$ cat config.mk
export PLATFORM = sky130hd
export DESIGN_NAME = conv_layer_ctrl
export DESIGN_NICKNAME = d
export VERILOG_FILES = /design/src/rtl/conv_ctrl_pkg.sv /design/src/rtl/conv_win_addr_gen.sv /design/src/rtl/conv_layer_ctrl.sv
export SDC_FILE = /design/constraint.sdc
export NUM_CORES = 1
export LEC_CHECK = 0
export ABC_CLOCK_PERIOD_IN_PS = 6800
export BUFFER_PORTS_ARGS = -buffer_cell sky130_fd_sc_hd__buf_2
export CORE_AREA = 8 8 76 78
export DETAILED_ROUTE_END_ITERATION = 16
export DIE_AREA = 0 0 84 86
export PLACE_DENSITY = 0.83
export RECOVER_POWER = 50
export SETUP_SLACK_MARGIN = 0.4
export SYNTH_ARGS = -nofsm -noshare
export SYNTH_HDL_FRONTEND = slang
export SYNTH_HIERARCHICAL = 1
export SYNTH_SLANG_ARGS = --single-unit
$ cat constraint.sdc
create_clock -name clk -period 6.8 [get_ports clk]
set_input_delay 0.68 -clock clk [delete_from_list [all_inputs] [get_ports clk]]
set_output_delay 0.68 -clock clk [all_outputs]
set_load 0.005 [all_outputs]
$ cat src/rtl/conv_ctrl_pkg.sv
// Shared types and sizing helpers for the convolution layer sequencer.
// Optional build macro used by conv_layer_ctrl: CONV_CTRL_PERF_EN.
package conv_ctrl_pkg;

   // Sequencer states, one window per START..EMIT loop
   typedef enum logic [2:0] {
      ST_IDLE  = 3'd0,
      ST_START = 3'd1,
      ST_FEED  = 3'd2,
      ST_DRAIN = 3'd3,
      ST_WAIT  = 3'd4,
      ST_EMIT  = 3'd5,
      ST_DONE  = 3'd6
   } state_t;

   // Taps per window
   function automatic int unsigned taps_of(input int unsigned k);
      return k * k;
   endfunction

   // Number of valid window positions along one image axis
   function automatic int unsigned out_dim(input int unsigned img, input int unsigned k);
      return img - k + 1;
   endfunction

   // Counter/address width for n distinct values, never narrower than 1 bit
   function automatic int unsigned width_of(input int unsigned n);
      return (n <= 1) ? 1 : $clog2(n);
   endfunction

endpackage

$ cat src/rtl/conv_win_addr_gen.sv
// Window tap walker: steps kr/kc row-major through a KxK window and keeps the
// feature RAM address and weight tap index registered alongside.
module conv_win_addr_gen
   import conv_ctrl_pkg::*;
#(
   parameter int unsigned IMG_W = 28,
   parameter int unsigned IMG_H = 28,
   parameter int unsigned K     = 5
)(
   input  logic                                      clk,
   input  logic                                      n_reset,
   input  logic                                      clear,
   input  logic                                      step,
   input  logic [width_of(out_dim(IMG_H, K))-1:0]    row,
   input  logic [width_of(out_dim(IMG_W, K))-1:0]    col,
   output logic [width_of(IMG_W*IMG_H)-1:0]          fmap_addr,
   output logic [width_of(taps_of(K))-1:0]           wt_tap,
   output logic                                      last_tap_c
);

   localparam int unsigned ADDR_W = width_of(IMG_W * IMG_H);
   localparam int unsigned TAP_W  = width_of(taps_of(K));
   localparam int unsigned KC_W   = width_of(K);

   logic [KC_W-1:0] kr;
   logic [KC_W-1:0] kc;

   // Final tap of the window is reached when both kernel coordinates are at K-1
   assign last_tap_c = (kr == KC_W'(K - 1)) && (kc == KC_W'(K - 1));

   // Tap counters and incremental address: +1 along a kernel row, jump to next image row at kc wrap
   always_ff @(posedge clk or negedge n_reset) begin
      if (!n_reset) begin
         kr        <= '0;
         kc        <= '0;
         wt_tap    <= '0;
         fmap_addr <= '0;
      end else if (clear) begin
         kr        <= '0;
         kc        <= '0;
         wt_tap    <= '0;
         fmap_addr <= ADDR_W'(row) * ADDR_W'(IMG_W) + ADDR_W'(col);
      end else if (step) begin
         wt_tap <= wt_tap + TAP_W'(1);
         if (kc == KC_W'(K - 1)) begin
            kc        <= '0;
            kr        <= kr + KC_W'(1);
            fmap_addr <= fmap_addr + ADDR_W'(IMG_W - K + 1);
         end else begin
            kc        <= kc + KC_W'(1);
            fmap_addr <= fmap_addr + ADDR_W'(1);
         end
      end
   end

endmodule

$ cat src/rtl/conv_layer_ctrl.sv
// Convolution layer sequencer: per window pulses the PEs, streams K*K taps,
// waits for all PE flags and hands the result downstream via valid/ready.
// Optional build macro: CONV_CTRL_PERF_EN adds stall_cycles / wait_cycles counters.
module conv_layer_ctrl
   import conv_ctrl_pkg::*;
#(
   parameter int unsigned IMG_W  = 28,
   parameter int unsigned IMG_H  = 28,
   parameter int unsigned K      = 5,
   parameter int unsigned NUM_CH = 3
)(
   input  logic                                      clk,
   input  logic                                      n_reset,
   input  logic                                      go,
   output logic                                      busy,
   output logic                                      done,
   output logic [width_of(IMG_W*IMG_H)-1:0]          fmap_addr,
   output logic                                      fmap_rd_en,
   output logic [width_of(taps_of(K))-1:0]           wt_tap,
   output logic                                      pe_start,
   output logic                                      pe_ready_in,
   input  logic [NUM_CH-1:0]                         pe_flag,
   output logic                                      out_valid,
   input  logic                                      out_ready,
   output logic [width_of(out_dim(IMG_H, K))-1:0]    out_row,
   output logic [width_of(out_dim(IMG_W, K))-1:0]    out_col,
   output logic                                      err
`ifdef CONV_CTRL_PERF_EN
   ,
   output logic [31:0]                               stall_cycles,
   output logic [31:0]                               wait_cycles
`endif
);

   localparam int unsigned OUT_W = out_dim(IMG_W, K);
   localparam int unsigned OUT_H = out_dim(IMG_H, K);
   localparam int unsigned ROW_W = width_of(OUT_H);
   localparam int unsigned COL_W = width_of(OUT_W);

   state_t             state_q;
   state_t             state_d;
   logic [ROW_W-1:0]   row_d;
   logic [COL_W-1:0]   col_d;
   logic               err_d;
   logic               gen_clear_c;
   logic               gen_step_c;
   logic               last_tap_c;
   logic               last_win_c;

   assign last_win_c = (out_row == ROW_W'(OUT_H - 1)) && (out_col == COL_W'(OUT_W - 1));

   // Window tap address generator
   conv_win_addr_gen #(
      .IMG_W (IMG_W),
      .IMG_H (IMG_H),
      .K     (K)
   ) u_addr_gen (
      .clk        (clk),
      .n_reset    (n_reset),
      .clear      (gen_clear_c),
      .step       (gen_step_c),
      .row        (row_d),
      .col        (col_d),
      .fmap_addr  (fmap_addr),
      .wt_tap     (wt_tap),
      .last_tap_c (last_tap_c)
   );

   // Next state, window position, error flag and tap walker controls
   always_comb begin
      state_d     = state_q;
      row_d       = out_row;
      col_d       = out_col;
      err_d       = err;
      gen_clear_c = 1'b0;
      gen_step_c  = 1'b0;
      case (state_q)
         ST_IDLE: begin
            if (go) begin
               state_d     = ST_START;
               row_d       = '0;
               col_d       = '0;
               err_d       = 1'b0;
               gen_clear_c = 1'b1;
            end
         end
         ST_START: begin
            gen_clear_c = 1'b1;
            state_d     = ST_FEED;
         end
         ST_FEED: begin
            if (last_tap_c) state_d = ST_DRAIN;
            else            gen_step_c = 1'b1;
         end
         ST_DRAIN: state_d = ST_WAIT;
         ST_WAIT: begin
            if (&pe_flag)      state_d = ST_EMIT;
            else if (|pe_flag) err_d   = 1'b1;
         end
         ST_EMIT: begin
            if (out_ready) begin
               if (last_win_c) begin
                  state_d = ST_DONE;
               end else begin
                  state_d = ST_START;
                  if (out_col == COL_W'(OUT_W - 1)) begin
                     col_d = '0;
                     row_d = out_row + ROW_W'(1);
                  end else begin
                     col_d = out_col + COL_W'(1);
                  end
               end
            end
         end
         ST_DONE: state_d = ST_IDLE;
         default: state_d = ST_IDLE;
      endcase
   end

   // State register and registered outputs decoded from the next state
   always_ff @(posedge clk or negedge n_reset) begin
      if (!n_reset) begin
         state_q     <= ST_IDLE;
         busy        <= 1'b0;
         done        <= 1'b0;
         fmap_rd_en  <= 1'b0;
         pe_start    <= 1'b0;
         pe_ready_in <= 1'b0;
         out_valid   <= 1'b0;
         out_row     <= '0;
         out_col     <= '0;
         err         <= 1'b0;
      end else begin
         state_q     <= state_d;
         busy        <= (state_d != ST_IDLE);
         done        <= (state_d == ST_DONE);
         fmap_rd_en  <= (state_d == ST_FEED);
         pe_start    <= (state_d == ST_START);
         pe_ready_in <= fmap_rd_en;
         out_valid   <= (state_d == ST_EMIT);
         out_row     <= row_d;
         out_col     <= col_d;
         err         <= err_d;
      end
   end

`ifdef CONV_CTRL_PERF_EN
   // Saturating stall / wait counters, restarted at each accepted go
   always_ff @(posedge clk or negedge n_reset) begin
      if (!n_reset) begin
         stall_cycles <= '0;
         wait_cycles  <= '0;
      end else if (state_q == ST_IDLE && go) begin
         stall_cycles <= '0;
         wait_cycles  <= '0;
      end else begin
         if (out_valid && !out_ready && stall_cycles != 32'hFFFF_FFFF)
            stall_cycles <= stall_cycles + 32'd1;
         if (state_q == ST_WAIT && wait_cycles != 32'hFFFF_FFFF)
            wait_cycles <= wait_cycles + 32'd1;
      end
   end
`endif

endmodule

==> flow_metrics.env <==
export IMPL_post_synth_and_or_nand_nor_area_fraction=0.186
export IMPL_status="finished with violations"
export IMPL_num_rows=25
export IMPL_ir_drop_v=0.0000991
export IMPL_ctsResizeCount=0
export IMPL_cts_buffer_depth=2
export IMPL_power_density_nw_per_um2=258
export IMPL_p_comb_frac=0.342
export IMPL_relSlewSlack=-0.413
export IMPL_start_kind="register"
export IMPL_swShare=0.360
export IMPL_ant_nets=0
export IMPL_clock_root_buffer="clkbuf_8"
export IMPL_min_from="fmap_rd_en"
export IMPL_synth_top_family_by_area="simple AND/OR/NAND/NOR gates"
export IMPL_cpPeakStageDelay_ns=0.57
export IMPL_drtIter0Drc=107
export IMPL_grt_overflow_total=0
export IMPL_violations="max-capacitance violations, max-slew violations"
export IMPL_whs_path_depth=0
export IMPL_p_clk_frac=0.241
export IMPL_via_per_inst=5.98
export IMPL_final_min_clock_period_ns=4.36
export IMPL_die_area_um2=7220
export IMPL_synth_distinct_cells=64
export IMPL_reg2reg_to="u_addr_gen/fmap_addr[9]"
export IMPL_synthesis_instances=278
export IMPL_final_cell_mix="dfrtp_1, buf_2, nor2_1"
export IMPL_drv_slew=42
export IMPL_r2r_cells=11
export IMPL_drt_total_wl_mm=5.65
export IMPL_cts_sinks=41
export IMPL_synth_top_cell_area_share=0.376
export IMPL_cts_htree_levels=2
export IMPL_wl_per_cell_um=15.4
export IMPL_path_max_fanout=12
export IMPL_muxShareOfSynthArea=0.0298
export IMPL_worstPathArrival_ns=4.55
export IMPL_antenna_found_initial=0
export IMPL_die_x_um=84
export IMPL_grt_max_degree=42
export IMPL_p_leak_nw=1.53
export IMPL_dr_pass1_iters=4
export IMPL_cp_cell_sequence="nand3b_1 -> a31o_1 -> a21oi_1 -> fa_1 -> ha_1 -> fa_1 -> xor2_2 -> nand2_1 -> o21bai_1 -> or4_1 -> a31o_1"
export IMPL_final_hold_violation_count=0
export IMPL_cts_tree="done"
export IMPL_cp_slowest_cell="dfrtp_1"
export IMPL_r2r_setup_slack_ns=2.44
export IMPL_worstPathRequired_ns=6.98
export IMPL_synth_ff_type="dfrtp_1"
export IMPL_port_buffers=38
export IMPL_fin_skew_ns=0.00371
export IMPL_core_um2=4600
export IMPL_layout_drive_gt1_share=0.143
export IMPL_dp_hpwl_mm=4.27
export IMPL_synth_net_count=311
export IMPL_seq_area_frac_synth=0.376
export IMPL_hold_path_class="reg2reg"
export IMPL_gp_congestion=0.851
export IMPL_finalSetupTns_ns=0
export IMPL_p_sw_mw=0.282
export IMPL_clock_latency_ns=0.29
export IMPL_remaining_drc_errors=0
export IMPL_layout_commonest_cell="dfrtp_1"
export IMPL_hold_end="pe_ready_in"
export IMPL_grt_total_usage=0.160
export IMPL_period_share=0.641
export IMPL_synth_edff_count=0
export IMPL_io_pins=39
export IMPL_total_power_mw=0.784
export IMPL_p_int_mw=0.502
export IMPL_n_antenna_cell=0
export IMPL_end_kind="register"
export IMPL_fin_nets=347
export IMPL_setup_violations=0
export IMPL_yosys_warnings=6
export IMPL_synth_compound_area_frac=0.163
export IMPL_p_seq_frac=0.417
export IMPL_synth_area_leaders="dfrtp_1, ha_1, fa_1, xnor2_1, nor2_1"
export IMPL_vias=2200
export IMPL_synthesis_area_per_instance_um2=9.82
export IMPL_worst_pin_slew_ns=2.12
export IMPL_yosysTopAreaCell="dfrtp_1"
export IMPL_synth_xor_area_frac=0.0702
export IMPL_rsz0062_at_grt="no"
export IMPL_synth_async_reset_ratio=1.00
export IMPL_ys_ff_latch=41
export IMPL_grt_pass1_wl_mm=9.78
export IMPL_clk_pin_slew_ns=0.08
export IMPL_grt_pass1_vias=2189
export IMPL_netlist_area_um2=2730
export IMPL_start_util=0.593
export IMPL_die_y_um=86
export IMPL_maxCapViolCount=1
export IMPL_criticalPathCategory="reg2reg"
export IMPL_rr_startpoint="state_q[0]"
export IMPL_fmax_ghz=0.229
export IMPL_hold_buffers=0
export IMPL_synth_adder_area_share=0.136
export IMPL_post_cts_buffers=0
export IMPL_areaGrowthSynthToFinish_pct=11.3
export IMPL_cts_buffers=5
-- routing by layer --
layer / global-route usage / share of wire / vias to the layer above
li1: - / - / 1064
met1: 0.180 / 0.42 / 1070
met2: 0.283 / 0.51 / 58
met3: 0.0436 / 0.052 / 8
met4: 0.0565 / 0.013 / 0
met5: 0 / 0 / -
-- per-stage QoR --
stage / setup slack (ns) / cell area, um^2 / hold slack [ns] / util / cells
floorplan: 2.80 / 2730 / 0.376 / - / 278
finish: 2.44 / 3040 / 0.384 / 0.660 / 368
detailed placement: 2.38 / 2950 / 0.369 / 0.641 / 361
global route: 2.11 / 3040 / 0.404 / 0.660 / 368
global placement: 2.51 / 2950 / 0.356 / 0.641 / 361
CTS: 2.43 / 3050 / 0.388 / 0.664 / 368
-- worst max-delay path by stage --
stage	startpoint	endpoint	slack [ns]	depth (start not counted)
after floorplan	out_col[0]	u_addr_gen/fmap_addr[9]	2.80	13
after global placement	out_ready	u_addr_gen/fmap_addr[9]	2.51	13
after detailed placement	go	u_addr_gen/fmap_addr[9]	2.38	13
after CTS	out_col[0]	u_addr_gen/fmap_addr[9]	2.43	13
after global routing	state_q[0]	u_addr_gen/fmap_addr[9]	2.11	11
final	state_q[0]	u_addr_gen/fmap_addr[9]	2.44	11
-- registers in the layout, indices dropped and copies added, names as in the netlist --
signal and flops:
done 1, u_addr_gen/kr 3, pe_ready_in 1, u_addr_gen/wt_tap 5, busy 1, fmap_rd_en 1
state_q 3, u_addr_gen/kc 3, out_col 5, pe_start 1, out_valid 1, out_row 5
u_addr_gen/fmap_addr 10, err 1
-- cells in the mapped netlist (all sizes together), types with 5 or more instances --
master / n
nand2: 21
nor2: 24
xor2: 10
xnor2: 11
dfrtp: 41
inv: 12
mux2i: 7
nor3: 9
nand3: 8
ha: 20
clkbuf: 7
a21oi: 11
nand4: 5
fa: 6
o21ai: 15
nand2b: 7
-- cell families after synthesis --
logic type,after synthesis
xor+xnor,21
simple gates,95
compound gates,64
fa+ha+maj,26
mux,8
buf+inv,23
flops,41
-- power groups by stage --
| stage | clock network (mW) | registers, mW | logic [mW] |
|---|---|---|---|
| finish | 0.189 | 0.327 | 0.268 |
| global route | 0.201 | 0.334 | 0.300 |
| CTS | 0.192 | 0.327 | 0.274 |
| detailed placement | 0 | 0.332 | 0.273 |
| global placement | 0 | 0.331 | 0.262 |
| floorplan | 0 | 0.313 | 0.215 |
-- worst max-delay path: cells and delay by family, from the launching register on --
family	cells	cell delay, ns
xor gates and xnor gates	1	0.20
DFF	1	0.57
and+or+nand+nor	3	1.04
AOI/OAI and AO/OA	4	1.23
adders and majority gates	3	1.19
-- area by class of cell --
| type | instances | area [um^2] |
|---|---|---|
| clock inverters | 2 | 35.0 |
| inverters | 12 | 45.0 |
| multi-input cells | 214 | 1610 |
| repair buffers | 40 | 189 |
| clock buffers | 5 | 68.8 |
| well taps | 54 | 67.6 |
| fillers | 402 | 1560 |
| flip-flops and latches | 41 | 1030 |
(Power assumes the default switching activity.)
